$ cat src/rtl/regfile_mp_scoreboard_pkg.sv
// Shared NPC register-file definitions: hardwired-zero index, default widths
// and the helper that locates a port or register inside a flattened bus.
package regfile_mp_scoreboard_pkg;

    localparam int REG_ZERO           = 0;
    localparam int DEFAULT_ADDR_WIDTH = 5;
    localparam int DEFAULT_DATA_WIDTH = 32;

    // Low bit of element idx in a bus built from equal slices of 'width' bits.
    function automatic int slice_lo(input int idx, input int width);
        return idx * width;
    endfunction

endpackage

$ cat src/rtl/regfile_mp_scoreboard_bits.sv
// Per-register busy scoreboard: completion clears, issue sets, flush wipes,
// plus the per-read-port hazard lookup.
module regfile_scoreboard_bits
    import regfile_mp_scoreboard_pkg::*;
#(
    parameter int ADDR_WIDTH = DEFAULT_ADDR_WIDTH,
    parameter int NREAD      = 2,
    parameter int NWRITE     = 1
) (
    input  logic                         clk,
    input  logic                         rst_n,
    input  logic [NWRITE-1:0]            wen,
    input  logic [NWRITE*ADDR_WIDTH-1:0] waddr,
    input  logic                         iss_valid,
    input  logic [ADDR_WIDTH-1:0]        iss_rd,
    input  logic                         flush,
    input  logic [NREAD*ADDR_WIDTH-1:0]  raddr,
    input  logic [NREAD-1:0]             hit,
    output logic [(2**ADDR_WIDTH)-1:0]   busy_vec,
    output logic [NREAD-1:0]             rbusy
);

    localparam int NREG = 2**ADDR_WIDTH;
    localparam logic [ADDR_WIDTH-1:0] ZERO_IDX = ADDR_WIDTH'(REG_ZERO);

    logic [NREG-1:0]       busy;
    logic [NREG-1:0]       busy_next;
    logic [ADDR_WIDTH-1:0] wa;
    logic [ADDR_WIDTH-1:0] ra;

    // Later rules win: a new producer overrides a same-cycle completion,
    // and flush overrides everything.
    always_comb begin
        busy_next = busy;
        wa        = '0;
        for (int j = 0; j < NWRITE; j++) begin
            wa = waddr[slice_lo(j, ADDR_WIDTH) +: ADDR_WIDTH];
            if (wen[j]) begin
                busy_next[wa] = 1'b0;
            end
        end
        if (iss_valid && (iss_rd != ZERO_IDX)) begin
            busy_next[iss_rd] = 1'b1;
        end
        if (flush) begin
            busy_next = '0;
        end
        busy_next[REG_ZERO] = 1'b0;
    end

    always_ff @(posedge clk or negedge rst_n) begin
        if (!rst_n) begin
            busy <= '0;
        end else begin
            busy <= busy_next;
        end
    end

    always_comb begin
        rbusy = '0;
        ra    = '0;
        for (int i = 0; i < NREAD; i++) begin
            ra       = raddr[slice_lo(i, ADDR_WIDTH) +: ADDR_WIDTH];
            rbusy[i] = busy[ra] & (ra != ZERO_IDX) & ~hit[i];
        end
    end

    assign busy_vec = busy;

endmodule

$ cat src/rtl/regfile_mp_scoreboard.sv
// Multi-port NPC register file with x0 hardwired to zero, optional same-cycle
// write-to-read bypass, busy scoreboard and a flattened debug image.
module regfile_mp_scoreboard
    import regfile_mp_scoreboard_pkg::*;
#(
    parameter int ADDR_WIDTH = DEFAULT_ADDR_WIDTH,
    parameter int DATA_WIDTH = DEFAULT_DATA_WIDTH,
    parameter int NREAD      = 2,
    parameter int NWRITE     = 1,
    parameter int BYPASS     = 1
) (
    input  logic                                clk,
    input  logic                                rst_n,
    input  logic [NREAD*ADDR_WIDTH-1:0]         raddr,
    output logic [NREAD*DATA_WIDTH-1:0]         rdata,
    output logic [NREAD-1:0]                    rbusy,
    input  logic [NWRITE-1:0]                   wen,
    input  logic [NWRITE*ADDR_WIDTH-1:0]        waddr,
    input  logic [NWRITE*DATA_WIDTH-1:0]        wdata,
    input  logic                                iss_valid,
    input  logic [ADDR_WIDTH-1:0]               iss_rd,
    input  logic                                flush,
    output logic [(2**ADDR_WIDTH)-1:0]          busy_vec,
    output logic [(2**ADDR_WIDTH)*DATA_WIDTH-1:0] dbg_rf
);

    localparam int NREG = 2**ADDR_WIDTH;
    localparam logic [ADDR_WIDTH-1:0] ZERO_IDX = ADDR_WIDTH'(REG_ZERO);

    logic [DATA_WIDTH-1:0] rf [NREG];
    logic [NREAD-1:0]      hit;
    logic [ADDR_WIDTH-1:0] ra;
    logic [ADDR_WIDTH-1:0] wa;

    // Ports are visited in ascending order so the highest index wins a collision.
    always_ff @(posedge clk or negedge rst_n) begin
        if (!rst_n) begin
            for (int r = 0; r < NREG; r++) begin
                rf[r] <= '0;
            end
        end else begin
            for (int j = 0; j < NWRITE; j++) begin
                if (wen[j] && (waddr[slice_lo(j, ADDR_WIDTH) +: ADDR_WIDTH] != ZERO_IDX)) begin
                    rf[waddr[slice_lo(j, ADDR_WIDTH) +: ADDR_WIDTH]] <=
                        wdata[slice_lo(j, DATA_WIDTH) +: DATA_WIDTH];
                end
            end
        end
    end

    always_comb begin
        rdata = '0;
        hit   = '0;
        ra    = '0;
        wa    = '0;
        for (int i = 0; i < NREAD; i++) begin
            ra = raddr[slice_lo(i, ADDR_WIDTH) +: ADDR_WIDTH];
            rdata[slice_lo(i, DATA_WIDTH) +: DATA_WIDTH] = rf[ra];
            if (BYPASS != 0) begin
                for (int j = 0; j < NWRITE; j++) begin
                    wa = waddr[slice_lo(j, ADDR_WIDTH) +: ADDR_WIDTH];
                    if (wen[j] && (wa == ra)) begin
                        hit[i] = 1'b1;
                        rdata[slice_lo(i, DATA_WIDTH) +: DATA_WIDTH] =
                            wdata[slice_lo(j, DATA_WIDTH) +: DATA_WIDTH];
                    end
                end
            end
            // x0 never forwards, so a write of x0 cannot leak into a read.
            if (ra == ZERO_IDX) begin
                hit[i] = 1'b0;
                rdata[slice_lo(i, DATA_WIDTH) +: DATA_WIDTH] = '0;
            end
        end
    end

    for (genvar r = 0; r < NREG; r++) begin : g_dbg
        assign dbg_rf[slice_lo(r, DATA_WIDTH) +: DATA_WIDTH] = rf[r];
    end

    regfile_scoreboard_bits #(
        .ADDR_WIDTH (ADDR_WIDTH),
        .NREAD      (NREAD),
        .NWRITE     (NWRITE)
    ) u_sb (
        .clk       (clk),
        .rst_n     (rst_n),
        .wen       (wen),
        .waddr     (waddr),
        .iss_valid (iss_valid),
        .iss_rd    (iss_rd),
        .flush     (flush),
        .raddr     (raddr),
        .hit       (hit),
        .busy_vec  (busy_vec),
        .rbusy     (rbusy)
    );

endmodule

$ cat config.mk
export PLATFORM = sky130hd
export DESIGN_NAME = regfile_mp_scoreboard
export DESIGN_NICKNAME = d
export VERILOG_FILES = /design/src/rtl/regfile_mp_scoreboard_pkg.sv /design/src/rtl/regfile_mp_scoreboard_bits.sv /design/src/rtl/regfile_mp_scoreboard.sv
export SDC_FILE = /design/constraint.sdc
export NUM_CORES = 2
export LEC_CHECK = 0
export BUFFER_PORTS_ARGS = -buffer_cell sky130_fd_sc_hd__buf_2
export CAP_MARGIN = 15
export CORE_AREA = 2 2 458 460
export DETAILED_ROUTE_END_ITERATION = 8
export DIE_AREA = 0 0 460 462
export HOLD_SLACK_MARGIN = 0.12
export PLACE_DENSITY = 0.51
export SYNTH_ARGS = -nofsm -noshare
export SYNTH_HDL_FRONTEND = slang
export SYNTH_SLANG_ARGS = --single-unit
$ cat constraint.sdc
create_clock -name clk -period 3.1 [get_ports clk]
set_clock_uncertainty 0.1 [all_clocks]
set_input_delay 0.62 -clock clk [delete_from_list [all_inputs] [get_ports clk]]
set_output_delay 0.62 -clock clk [all_outputs]
set_load 0.05 [all_outputs]
==> results.txt <==
----------------------------------------------------
[Worst setup path]
  Arrival time at the worst endpoint ... 2.91 ns
  Classification of the worst setup path ... flop to output port
  RR Startpoint ... u_sb.busy_vec[3]
  Critical-path maximum fanout ... 4
  Kind of launch point of the worst setup path ... flop
  Type of destination of the critical path ... output port
  Reg2Reg Setup Slack ... 1.60 ns
  R2R Path End ... u_sb.busy_vec[3]
  Endpoint required time on the critical path ... 2.38 ns
  Worst-case reg-to-reg path depth ... 3

[Placement]
  Post-placement cell area ... 71,300 sq um
  Input/output buffers ... approximately 1,200
  GPL Wtd Cong ... 0.949
  Final HPWL from detailed placement ... 250 mm

[STA]
  RSZ-0062 raised after global routing ... yes
  Total of endpoints with negative setup slack in the final report ... 66
  Worst setup margin ... -0.529 ns
  Fmax ... roughly 280 MHz
  Max_slew headroom ... approximately two fifths
  Worst hold slack after final layout ... 0.199 ns
  Fin crit period ... 3.63 ns
  Pin slew with the least headroom to its limit ... 0.911 ns
  Number of pins with negative max-slew slack in the final report ... 0
  Final hold violation count ... 0
  Tcrit/Tclk final ... 117%
  Setup TNS ... -19.94 ns

[Floorplanning]
  Die Ht ... 462 um
  Area of the core region ... 208,000 sq um
  Count of pins on the block boundary ... 1,179
  Number of cell rows ... 168
  Die X ... ~460 um
  Initial core utilization ... between 20% and 30%
  Die area ... 213,000 sq um

[Layout]
  Share of cells above drive strength 1 ... about three quarters
  Synth-to-layout area growth ... 44.4%
  Area occupied by registers ... 26,600 sq um
  Multi-input logic area ... just over 30,000 sq um
  # fillers ... 19,800
  End-of-flow core utilization ... between 30% and 40%
  Final-stage net count ... 5,699
  Final standard cell area without fillers ... 82,100 sq um

[Logic synthesis]
  Number of library cell types mapped by synthesis ... 66
  Post-synthesis compound-gate area fraction ... 4.71%
  Net count after synthesis ... 3,898
  Main synth FF type ... sky130_fd_sc_hd__dfrtp_1
  Number of synthesized flops with an enable pin ... 0
  Portion of the post-synthesis area used by sequential elements ... 46.4%
  Post-synthesis simple-gate area fraction ... 2.94%
  Mean post-synth cell area ... 14.8 sq um
  Number of cells produced by synthesis ... 3,841
  Post-Synthesis Cell Area ... roughly 57,000 sq um
  Number of synthesized register bits ... 1,055
  Area share of xor/xnor cells in the synthesized design ... 0.154%
  Main combinational cell family by area after synthesis ... multiplexers
  Post-Synth Adder-Cell Area ... 0%
  Async S/R FF share, synth ... 100%
  Synth warn ... 0
  Mux contribution to synthesized area ... 41.7%

[GRT]
  Overall global routing resource usage ... 31.0%
  Largest net degree at the start of global routing ... 99
  Via count of the first global-routing pass ... 48,400
  Grt total ovfl ... 0
  First-pass GRT wire length ... about 450 mm
  Antenna violations before repair ... 15

[Route]
  DR pass1 iterations ... 5
  Post-DRT Antenna Nets ... 0
  DR WL met2 ... approximately 160 mm
  Per-cell via count in the routed design ... 5.75
  Routed via count ... 48,700
  Residual DRC ... 0
  Highest metal used ... met5
  Average routed wire per standard cell ... 39.9 um
  Detailed-routed wire length on met3 ... 30.6 mm
  Post-route met1 wirelength ... 121 mm
  First DRT Iteration DRCs ... 5,023
  Sum of routed wire length over all layers ... 338 mm

[Clock tree]
  Reg clk slew, reported paths ... approximately 0.06 ns
  Clock buffers created by TritonCTS ... between 100 and 150
  Clock H-tree levels ... 4
  Clock latency of the later-clocked register in the worst-skew pair ... 0.77 ns
  Number of clock sinks ... 1,055
  CTS tree ... done
  Maximum count of clock buffers along a single path ... 3
  Clk Tree Root Cell ... sky130_fd_sc_hd__clkbuf_16

[Status]
  Status ... finished with violations
  Violations in the final reports ... setup timing

[Pwr]
  Standby leakage power ... 37.9 nW
  Largest voltage drop on the vdd net ... 0.000591 V
  Total power divided by cell area ... 749 nW/um^2
  Total power consumption of the routed design ... 61.5 mW

[Min path]
  Hold Path Depth ... 2
  Startpoint of the most critical hold path ... wdata[17]
  Endpoint of the worst hold-timing path ... dbg_rf[81]
  Path category of the worst min-delay check ... input port to flop

[Run]
  Maximum Capacitance Violations ... 0

----------------------------------------------------
==> cells by family (layout without fill, tap and decap cells) <==
family          Yosys count  after routing
simple gates            335            335
xor+xnor                 10             10
other cells               1             12
mux                    1622           1622
buf+inv                 447           2351
flops                  1055           1055
compound gates          371            371
==> synth_stat cells (39+ instances only) <==
library cell,instances,area [sq um]
sky130_fd_sc_hd__a22oi_1,91,683
sky130_fd_sc_hd__buf_1,39,146
sky130_fd_sc_hd__buf_2,138,691
sky130_fd_sc_hd__clkbuf_1,194,728
sky130_fd_sc_hd__dfrtp_1,1055,26400
sky130_fd_sc_hd__mux2_2,1011,11400
sky130_fd_sc_hd__mux2i_1,104,1040
sky130_fd_sc_hd__mux4_2,477,10700
sky130_fd_sc_hd__nand2_1,74,278
sky130_fd_sc_hd__nor2_1,88,330
sky130_fd_sc_hd__nor3_1,54,270
sky130_fd_sc_hd__o21ai_0,43,215
sky130_fd_sc_hd__o22ai_1,64,400
==> final cells by class <==
type	count	share of cell area [%]
Antenna cell	11	0.0335
Tap cell	2720	4.14
Clock inverter	45	0.716
Clock buffer	191	4.76
Multi-Input combinational cell	2339	37.1
Inverter	3	0.0137
Sequential cell	1055	32.4
Timing Repair Buffer	2112	20.9
==> metrics by stage <==
| stage | setup WS (ns) | std cells |
|---|---|---|
| 6_report | -0.529 | 8476 |
| 4_1_cts | -0.617 | 8387 |
| 3_5_place_dp | -1.14 | 7904 |
| 3_3_place_gp | -1.28 | 7903 |
| 2_1_floorplan | -0.160 | 3841 |
| 5_1_grt | -0.600 | 8471 |
==> worst max path at each step <==
stage,startpoint,end,depth (start not counted)
finish,u_sb.busy_vec[27],rbusy[1],6
global route,u_sb.busy_vec[27],rbusy[1],6
CTS,u_sb.busy_vec[27],rbusy[1],6
detailed placement,waddr[1],rdata[4],10
global placement,waddr[1],rdata[9],8
floorplan,raddr[0],rdata[23],9
==> power by group <==
part	total (mW)	leakage [nW]	internal (mW)	switching (mW)
Sequential	19.9	13.4	16.4	3.48
Clock	16.1	2.21	9.41	6.68
Combinational	25.6	22.3	8.63	16.9
==> worst max-delay path, stage by stage, from the launching register on <==
cell and delay, ns:
sky130_fd_sc_hd__dfrtp_2 0.44, sky130_fd_sc_hd__mux4_2 0.47, sky130_fd_sc_hd__mux4_2 0.51, sky130_fd_sc_hd__mux2i_4 0.28, sky130_fd_sc_hd__buf_6 0.15, sky130_fd_sc_hd__nor3_4 0.04, sky130_fd_sc_hd__buf_6 0.17
==> what timing repair did <==
action                     in CTS  in global routing
hold buffers                    8                  0
hold endpoints to repair      273                  0
buffers inserted              232                 99
gates resized for setup       666                172
pin swaps                     156                105
gates cloned                   19                  3
setup endpoints to repair      66                 66
==> sequential cells by signal, indices dropped and copies added (netlist names) <==
name           flops
dbg_rf          1024
u_sb.busy_vec     31
==> metal layers <==
layer	up-vias	GRT usage, %
met3	849	7.97
met4	4	20.2
met2	3238	50.7
met1	26000	36.1
li1	18700	-
met5	-	0
==> cell usage in the layout, fill, tap and decap left out, drive strengths merged, types with 14 or more instances in the layout <==
| master | netlist | final |
|---|---|---|
| o21ai | 43 | 43 |
| nor3 | 54 | 54 |
| nor2 | 89 | 89 |
| and3 | 15 | 15 |
| dfrtp | 1055 | 1055 |
| clkbuf | 195 | 194 |
| clkinv | 0 | 27 |
| a22o | 14 | 14 |
| nand3 | 35 | 35 |
| buf | 249 | 2098 |
| nand2 | 75 | 75 |
| mux2 | 1028 | 1028 |
| a21oi | 36 | 36 |
| mux4 | 490 | 490 |
| a221oi | 23 | 23 |
| o22ai | 64 | 64 |
| mux2i | 104 | 104 |
| a22oi | 91 | 91 |
| o221ai | 20 | 20 |
No activity file was read; power rests on OpenSTA's default activity.
